### src/rtl/dcd_scan_var.sv
// Decision-variable finder: snapshots NUM_VAR values on start and scans LANES per cycle,
// starting at a round-robin pointer, for the first free variable (value[WIDTH-1:1] == 0).
module dcd_scan_var #(
  parameter int unsigned NUM_VAR = 8,
  parameter int unsigned WIDTH   = 3,
  parameter int unsigned LANES   = 2,
  parameter bit          RR_EN   = 1'b1,
  parameter int unsigned IDX_W   = 3
) (
  input  logic                     clk,
  input  logic                     rst,
  input  logic                     start_dcd_i,
  input  logic [NUM_VAR*WIDTH-1:0] value_i,
  output logic                     busy_o,
  output logic                     done_dcd_o,
  output logic                     found_o,
  output logic [NUM_VAR-1:0]       index_o,
  output logic [IDX_W-1:0]         var_idx_o
);

  localparam int unsigned SEL_W = (NUM_VAR > 1) ? $clog2(NUM_VAR) : 1;
  localparam int unsigned CNT_W = $clog2(NUM_VAR + 1);

  typedef enum logic [0:0] {StIdle, StScan} state_e;

  state_e                   state_q, state_d;
  logic [NUM_VAR*WIDTH-1:0] snap_q, snap_d;
  logic [IDX_W-1:0]         base_q, base_d;
  logic [IDX_W-1:0]         ptr_q, ptr_d;
  logic [IDX_W-1:0]         var_idx_q, var_idx_d;
  logic [CNT_W-1:0]         cnt_q, cnt_d;
  logic                     done_q, done_d;
  logic                     found_q, found_d;
  logic [NUM_VAR-1:0]       index_q, index_d;

  logic [NUM_VAR-1:0] free;
  logic [NUM_VAR-1:0] lsb;
  logic               unused_lsb;

  for (genvar i = 0; i < NUM_VAR; i++) begin : g_free
    assign free[i] = (snap_q[i*WIDTH+1 +: WIDTH-1] == '0);
    assign lsb[i]  = snap_q[i*WIDTH];
  end
  assign unused_lsb = ^lsb;

  // Window evaluation: cnt_q is the count already examined; lanes past NUM_VAR are masked.
  logic        hit;
  logic        last;
  logic [31:0] hit_var;
  logic [31:0] off;
  logic [31:0] pos;

  always_comb begin
    hit     = 1'b0;
    hit_var = '0;
    off     = '0;
    pos     = '0;
    for (int unsigned j = 0; j < LANES; j++) begin
      off = 32'(cnt_q) + j;
      pos = 32'(base_q) + off;
      if (pos >= NUM_VAR) pos = pos - NUM_VAR;
      if (!hit && (off < NUM_VAR) && free[pos[SEL_W-1:0]]) begin
        hit     = 1'b1;
        hit_var = pos;
      end
    end
  end

  assign last = (32'(cnt_q) + LANES >= NUM_VAR);

  logic [31:0] nxt;

  always_comb begin
    state_d   = state_q;
    snap_d    = snap_q;
    base_d    = base_q;
    cnt_d     = cnt_q;
    ptr_d     = ptr_q;
    done_d    = 1'b0;
    found_d   = found_q;
    index_d   = index_q;
    var_idx_d = var_idx_q;
    nxt       = '0;
    unique case (state_q)
      StIdle: begin
        if (start_dcd_i) begin
          state_d   = StScan;
          snap_d    = value_i;
          base_d    = RR_EN ? ptr_q : '0;
          cnt_d     = '0;
          found_d   = 1'b0;
          index_d   = '0;
          var_idx_d = '0;
        end
      end
      StScan: begin
        if (hit) begin
          state_d                    = StIdle;
          done_d                     = 1'b1;
          found_d                    = 1'b1;
          index_d                    = '0;
          index_d[hit_var[SEL_W-1:0]] = 1'b1;
          var_idx_d                  = IDX_W'(hit_var);
          if (RR_EN) begin
            nxt = hit_var + 32'd1;
            if (nxt >= NUM_VAR) nxt = '0;
            ptr_d = IDX_W'(nxt);
          end
        end else if (last) begin
          state_d = StIdle;
          done_d  = 1'b1;
        end else begin
          cnt_d = cnt_q + CNT_W'(LANES);
        end
      end
      default: state_d = StIdle;
    endcase
  end

  always_ff @(posedge clk) begin
    if (rst) begin
      state_q   <= StIdle;
      snap_q    <= '0;
      base_q    <= '0;
      cnt_q     <= '0;
      ptr_q     <= '0;
      done_q    <= 1'b0;
      found_q   <= 1'b0;
      index_q   <= '0;
      var_idx_q <= '0;
    end else begin
      state_q   <= state_d;
      snap_q    <= snap_d;
      base_q    <= base_d;
      cnt_q     <= cnt_d;
      ptr_q     <= ptr_d;
      done_q    <= done_d;
      found_q   <= found_d;
      index_q   <= index_d;
      var_idx_q <= var_idx_d;
    end
  end

  assign busy_o     = (state_q == StScan);
  assign done_dcd_o = done_q;
  assign found_o    = found_q;
  assign index_o    = index_q;
  assign var_idx_o  = var_idx_q;

endmodule

### config.mk
export PLATFORM = sky130hd
export DESIGN_NAME = dcd_scan_var
export DESIGN_NICKNAME = d
export VERILOG_FILES = /design/src/rtl/dcd_scan_var.sv
export SDC_FILE = /design/constraint.sdc
export NUM_CORES = 1
export LEC_CHECK = 0
export CORE_MARGIN = 5
export CORE_UTILIZATION = 45
export CTS_BUF_LIST = sky130_fd_sc_hd__clkbuf_8
export CTS_CLUSTER_SIZE = 16
export DETAILED_ROUTE_END_ITERATION = 10
export PLACE_DENSITY = 0.69
export SLEW_MARGIN = 20
export SYNTH_ARGS = -nofsm -noshare
export SYNTH_HDL_FRONTEND = slang
export SYNTH_SLANG_ARGS = --single-unit
### constraint.sdc
create_clock -name clk -period 7.35 [get_ports clk]
set_clock_uncertainty 0.15 [all_clocks]
set_input_delay 1.47 -clock clk [delete_from_list [all_inputs] [get_ports clk]]
set_output_delay 1.47 -clock clk [all_outputs]
set_load 0.005 [all_outputs]
* Word level (Yosys, flattened, before mapping)
Index checks and enable logic that the tools add are counted.
W data, S select, Z words.
** Operators by class
- Add/sub/neg operators :: 8
- Multiply operators :: 0
- Div/mod/pow operators :: 0
- Order comparisons :: 10
- Equality and inequality tests :: 4
- Shift operators :: 0
- Multiplexer cells :: 32
- Bitwise logic cells :: 1
- Reduce and logical (&&, ||, !) cells :: 18
** Operators by type and width (number)
- $mux W32 :: 4
- $add A32 B1 Y32 const B :: 1
- $ge A32 B4 Y1 const B :: 1
- $logic_not A2 Y1 :: 8
- $mux W8 :: 2
- $pmux W8 S2 :: 1
- $lt A3 B4 Y1 const B :: 3
- $mux W1 :: 12
- $mux W4 :: 3
- $ge A5 B4 Y1 const B :: 2
- $mux W3 :: 3
- $pmux W4 S2 :: 1
- $sub A6 B4 Y7 const B :: 1
- $add A3 B5 Y6 :: 1
- $bmux W1 S3 :: 2
- $ge A6 B4 Y1 const B :: 1
- $ne A2 B2 Y1 const B :: 3
- $pmux W3 S2 :: 1
- $reduce_and A2 Y1 :: 3
- $sub A5 B4 Y6 const B :: 1
- $add A3 B4 Y5 :: 1
- $add A4 B1 Y5 const B :: 1
- $add A4 B2 Y5 const B :: 1
- $lt A5 B4 Y1 const B :: 1
- 11 further kinds :: 15
** Storage, ports and cells
- Register bits :: 48
- Bits in latches :: 0
- RAM bits :: 0
- Memory bits (read-only) :: 0
- Input port bits :: 27
- Output and inout port bits :: 14
- Word-level logic and storage cells :: 82
- Memories :: 0

* Logic depth before layout (Yosys ltp)
- Depth in word-level cells :: 17
- Depth in mapped cells :: 21
- Mapped depth without buffers :: 20

* Worst setup path after synthesis
OpenSTA, ideal clock, no wires.
- Kind :: reg-to-reg
- Start :: register base_q[0]
- End :: register ptr_q[0]
- Library setup time :: 0.087 ns
- Arrival time :: 4.237 ns
- Data required time :: 7.113 ns
- Slack :: 2.876 ns
- Cell stages (with the launch flop) :: 20
- Path buffers :: 2
- Period minus slack after synthesis :: 4.474 ns
- Cell sequence :: dfxtp_1 buf_6 inv_4 fa_1 mux4_2 o22a_1 or2_1 buf_6 a2bb2oi_2 inv_1 ha_1 nand2_1 or3_1 ha_1 nand2_1 nor4_1 nand4b_1 nor4_1 o211ai_2 o31ai_1
** On the way
- Cells in the longest elaborated chain, start to end :: 14
- Elaborated cells between the ends (all ways) :: 24
- Those cells by class :: 5 x add/sub; 3 x order compare; 11 x mux; 5 x reduce/logical
** RTL lines
- start, declared :: RTL line 28 : logic [IDX_W-1:0] base_q, base_d;
- start signal, assigned :: RTL line 134 : base_q <= base_d;
- $add A3 B4 Y5 :: RTL line 60 : pos = 32'(base_q) + off;
- $sub A5 B4 Y6 / $ge A5 B4 Y1 (equally long branches) :: RTL line 61 : if (pos >= NUM_VAR) pos = pos - NUM_VAR;
- $mux W32 :: RTL line 61
- $bmux W1 S3 :: RTL line 62 : if (!hit && (off < NUM_VAR) && free[pos[SEL_W-1:0]]) begin
- $mux W1 (not written as such) :: RTL line 62
- $logic_and A1 B1 Y1 :: RTL line 62
- $mux W1 :: RTL line 62
- $logic_not A1 Y1 :: RTL line 62
- $logic_and A1 B1 Y1 (2 in series) :: RTL line 62
- $mux W32 :: RTL line 62
- $add A32 B1 Y32 :: RTL line 105 : nxt = hit_var + 32'd1;
- $ge A32 B4 Y1 :: RTL line 106 : if (nxt >= NUM_VAR) nxt = '0;
- $mux W3 :: RTL line 106
- end signal, assigned :: RTL line 136 : ptr_q <= ptr_d;
- end, declared :: RTL line 29 : logic [IDX_W-1:0] ptr_q, ptr_d;
Several ways; a longest one is shown, not always the timed one. The select of a mux whose other input is x is not followed.
A chain may end at the register's enable or synchronous reset.

* Final worst setup path
- Start :: register base_q[0]
- End :: register ptr_q[1]
Same word-level chain as after synthesis.

==> impl_metrics.csv <==
group,metric,value,unit
run_status,status,"complete, no violations",
layout,drive_gt1_share,7.85,%
clock_tree,h-tree-depth,2,
critical_path,crit_path_end_kind,"register",
synth,ys_warn_count,0,
clock_tree,postCtsSetupBuffers,0,
layout,utilization,55.2,%
synth,async_flop_share,0,%
placement,portBuffers,32,
placement,gp_congestion,0.859,
drt,drtPass1Iterations,4,
power,max-vdd-ir-drop,0.126,mV
critical_path,critPathKind,"reg2reg",
floorplanning,io_pins,41,
global_routing,overflow,0,
critical_path,critPathLaunchType,"register",
critical_path,slowest_delay,0.65,ns
synth,synth_edf_count,0,
sta,worstMarginPinSlew,0.952,ns
clock_tree,cts_tree,"done",
drt,vias_per_cell,5.37,
sta,drv_slew,0,
synth,yosysSeqAreaShare,32.2,%
synth,synth.avg_cell_area,7.93,um^2
power,power,0.440,mW
global_routing,grt_max_degree,38,
critical_path,path_cells,"inv_4 > fa_1 > mux4_2 > o22a_1 > or2_1 > a2bb2oi_2 > inv_1 > ha_1 > nand2_1 > or3_1 > ha_1 > nand2_1 > nor4_1 > nand4b_1 > nor4_1 > o211ai_2 > o31ai_1",
power,leakage,1.11,nW
critical_path,required,7.40,ns
critical_path,regToRegSetupSlack,2.21,ns
drt,vias,2152,
synth,synth_nets,351,
job,cap_viol_max_count,0,
global_routing,grt_pass1_wl,9460,um
hold_path,hp-class,"reg2reg",
sta,fin_ws,2.21,ns
power,p_per_area,154,mW/mm^2
clock_tree,clockBufferDepth,2,
critical_path,cp.arrival,5.20,ns
drt,postRouteAntennaNets,0,
placement,dp_slack,2.18,ns
floorplanning,dieWidth,83.4,um
sta,min_period,5.14,ns
global_routing,grt_pass1_vias,2097,
clock_tree,cts-hold-fix-buffers,0,
synth,ys_types,59,
layout,final_common_cell,"nand2_1",
placement,post-dp-hpwl,3890,um
layout,nets,375,
sta,tns,0,ns
floorplanning,dieHeight,83.4,um
sta,slew_headroom,36.5,%
floorplanning,core,0.00517,mm^2
synth,synth.cell_area,0.00243,mm^2
drt,routed_wl,5310,um
critical_path,crit_slowest_cell,"fa_1",
synth,synthCells,306,
drt,drc,0,
clock_tree,numCtsBuffers,5,
global_routing,track_usage,15.9,%
clock_tree,clock_sinks,39,
floorplanning,initial_utilization,46.9,%
clock_tree,cts_root_buffer,"clkbuf_8",
floorplanning,num_rows,26,
floorplanning,fp.dieArea,0.00696,mm^2
layout,antenna_cells,0,
sta,hold_viol,0,
layout,final_cell_mix,"nand2_1, dfxtp_1, a21oi_1, clkdlybuf4s50_1, nor2_1",
clock_tree,cts.clk_slew.worst_paths,0.08,ns
synth,yosys_register_bits,39,
drt,wl_per_cell,13.2,um
sta,setup_violations,0,
sta,min_period_over_period,70.0,%
global_routing,antenna_found_initial,0,
clock_tree,insertion_delay,0.29,ns
sta,rsz0062_at_grt,"no",
critical_path,critPathMaxFanout,10,
clock_tree,post_cts_resized,0,
drt,drt_iter0_drc,94,
layout,syn2layout_area_growth,17.5,%
sta,max_freq,194,MHz
synth,ys_dominant_reg_cell,"dfxtp_1",
area by class of cell:
class	instances	area, um^2
well taps	70	87.6
fillers	505	2320
repair buffers	34	335
flip-flops and latches	39	781
multi-input cells	238	1510
inverters	12	47.5
clock buffers	5	68.8
clock inverters	3	20.0
worst max-delay path, delay by kind of cell, from the launching register on:
kind,cells,cell delay (ns)
AOI/OAI and AO/OA,4,0.81
adders and majority gates,3,1.13
buffers and inverters,2,0.25
DFF,1,0.61
muxes,1,0.58
and+or+nand+nor,7,1.52
cell families after synthesis:
kind of cell / after synthesis / synth area share [%]
AOI/OAI and AO/OA: 71 / 19.5
xor gates and xnor gates: 6 / 2.16
adders and majority gates: 18 / 9.59
buffers and inverters: 29 / 5.52
DFF: 39 / 32.2
muxes: 7 / 4.95
other: 1 / 0.154
and+or+nand+nor: 135 / 25.9
routing by layer:
metal | vias up | track usage, % | share of wire (%) | wire length [um]
li1 | 1111 | - | - | -
met1 | 1001 | 20.4 | 49 | 2610
met4 | 0 | 3.95 | 1.1 | 57
met3 | 6 | 3.17 | 3.3 | 174
met2 | 34 | 27.5 | 47 | 2470
met5 | - | 0 | 0 | 0
worst paths after layout:
check / start / to / depth (start not counted)
max: base_q[0] / ptr_q[1] / 17
min: snap_q[1] / snap_q[1] / 2
min reg2reg: snap_q[1] / snap_q[1] / 2
max reg2reg: base_q[0] / ptr_q[1] / 17
where the power goes:
part | internal [mW] | total [mW] | switching (mW) | leakage [nW]
logic | 0.0331 | 0.0719 | 0.0388 | 0.757
registers | 0.218 | 0.223 | 0.00461 | 0.317
clock network | 0.0660 | 0.145 | 0.0787 | 0.0402
cell usage after synthesis, drive strengths merged, types with 4 or more instances:
cell type	n	area (um^2)
nor3	4	20.0
clkbuf	11	41.3
o21ai	6	30.0
mux4	4	90.1
and2	4	25.0
inv	12	47.6
nand2	63	236
xnor2	4	35.0
buf	6	45.0
ha	17	213
nor2	28	108
a32oi	7	61.3
a21oi	35	175
dfxtp	39	781
or2	12	75.1
state kept, by name, indices dropped and copies added (netlist names):
signal	flops
snap_q	16
found_o	1
cnt_q	3
done_dcd_o	1
busy_o	1
var_idx_o	3
ptr_q	3
base_q	3
index_o	8
through the flow:
step	hold WS, ns	instance area (um^2)	cells
floorplan	0.275	2430	306
global placement	0.287	2760	393
detailed placement	0.292	2760	393
CTS	0.304	2850	401
global route	0.323	2850	401
finish	0.301	2850	401
No activity file was read; power rests on OpenSTA's default activity.
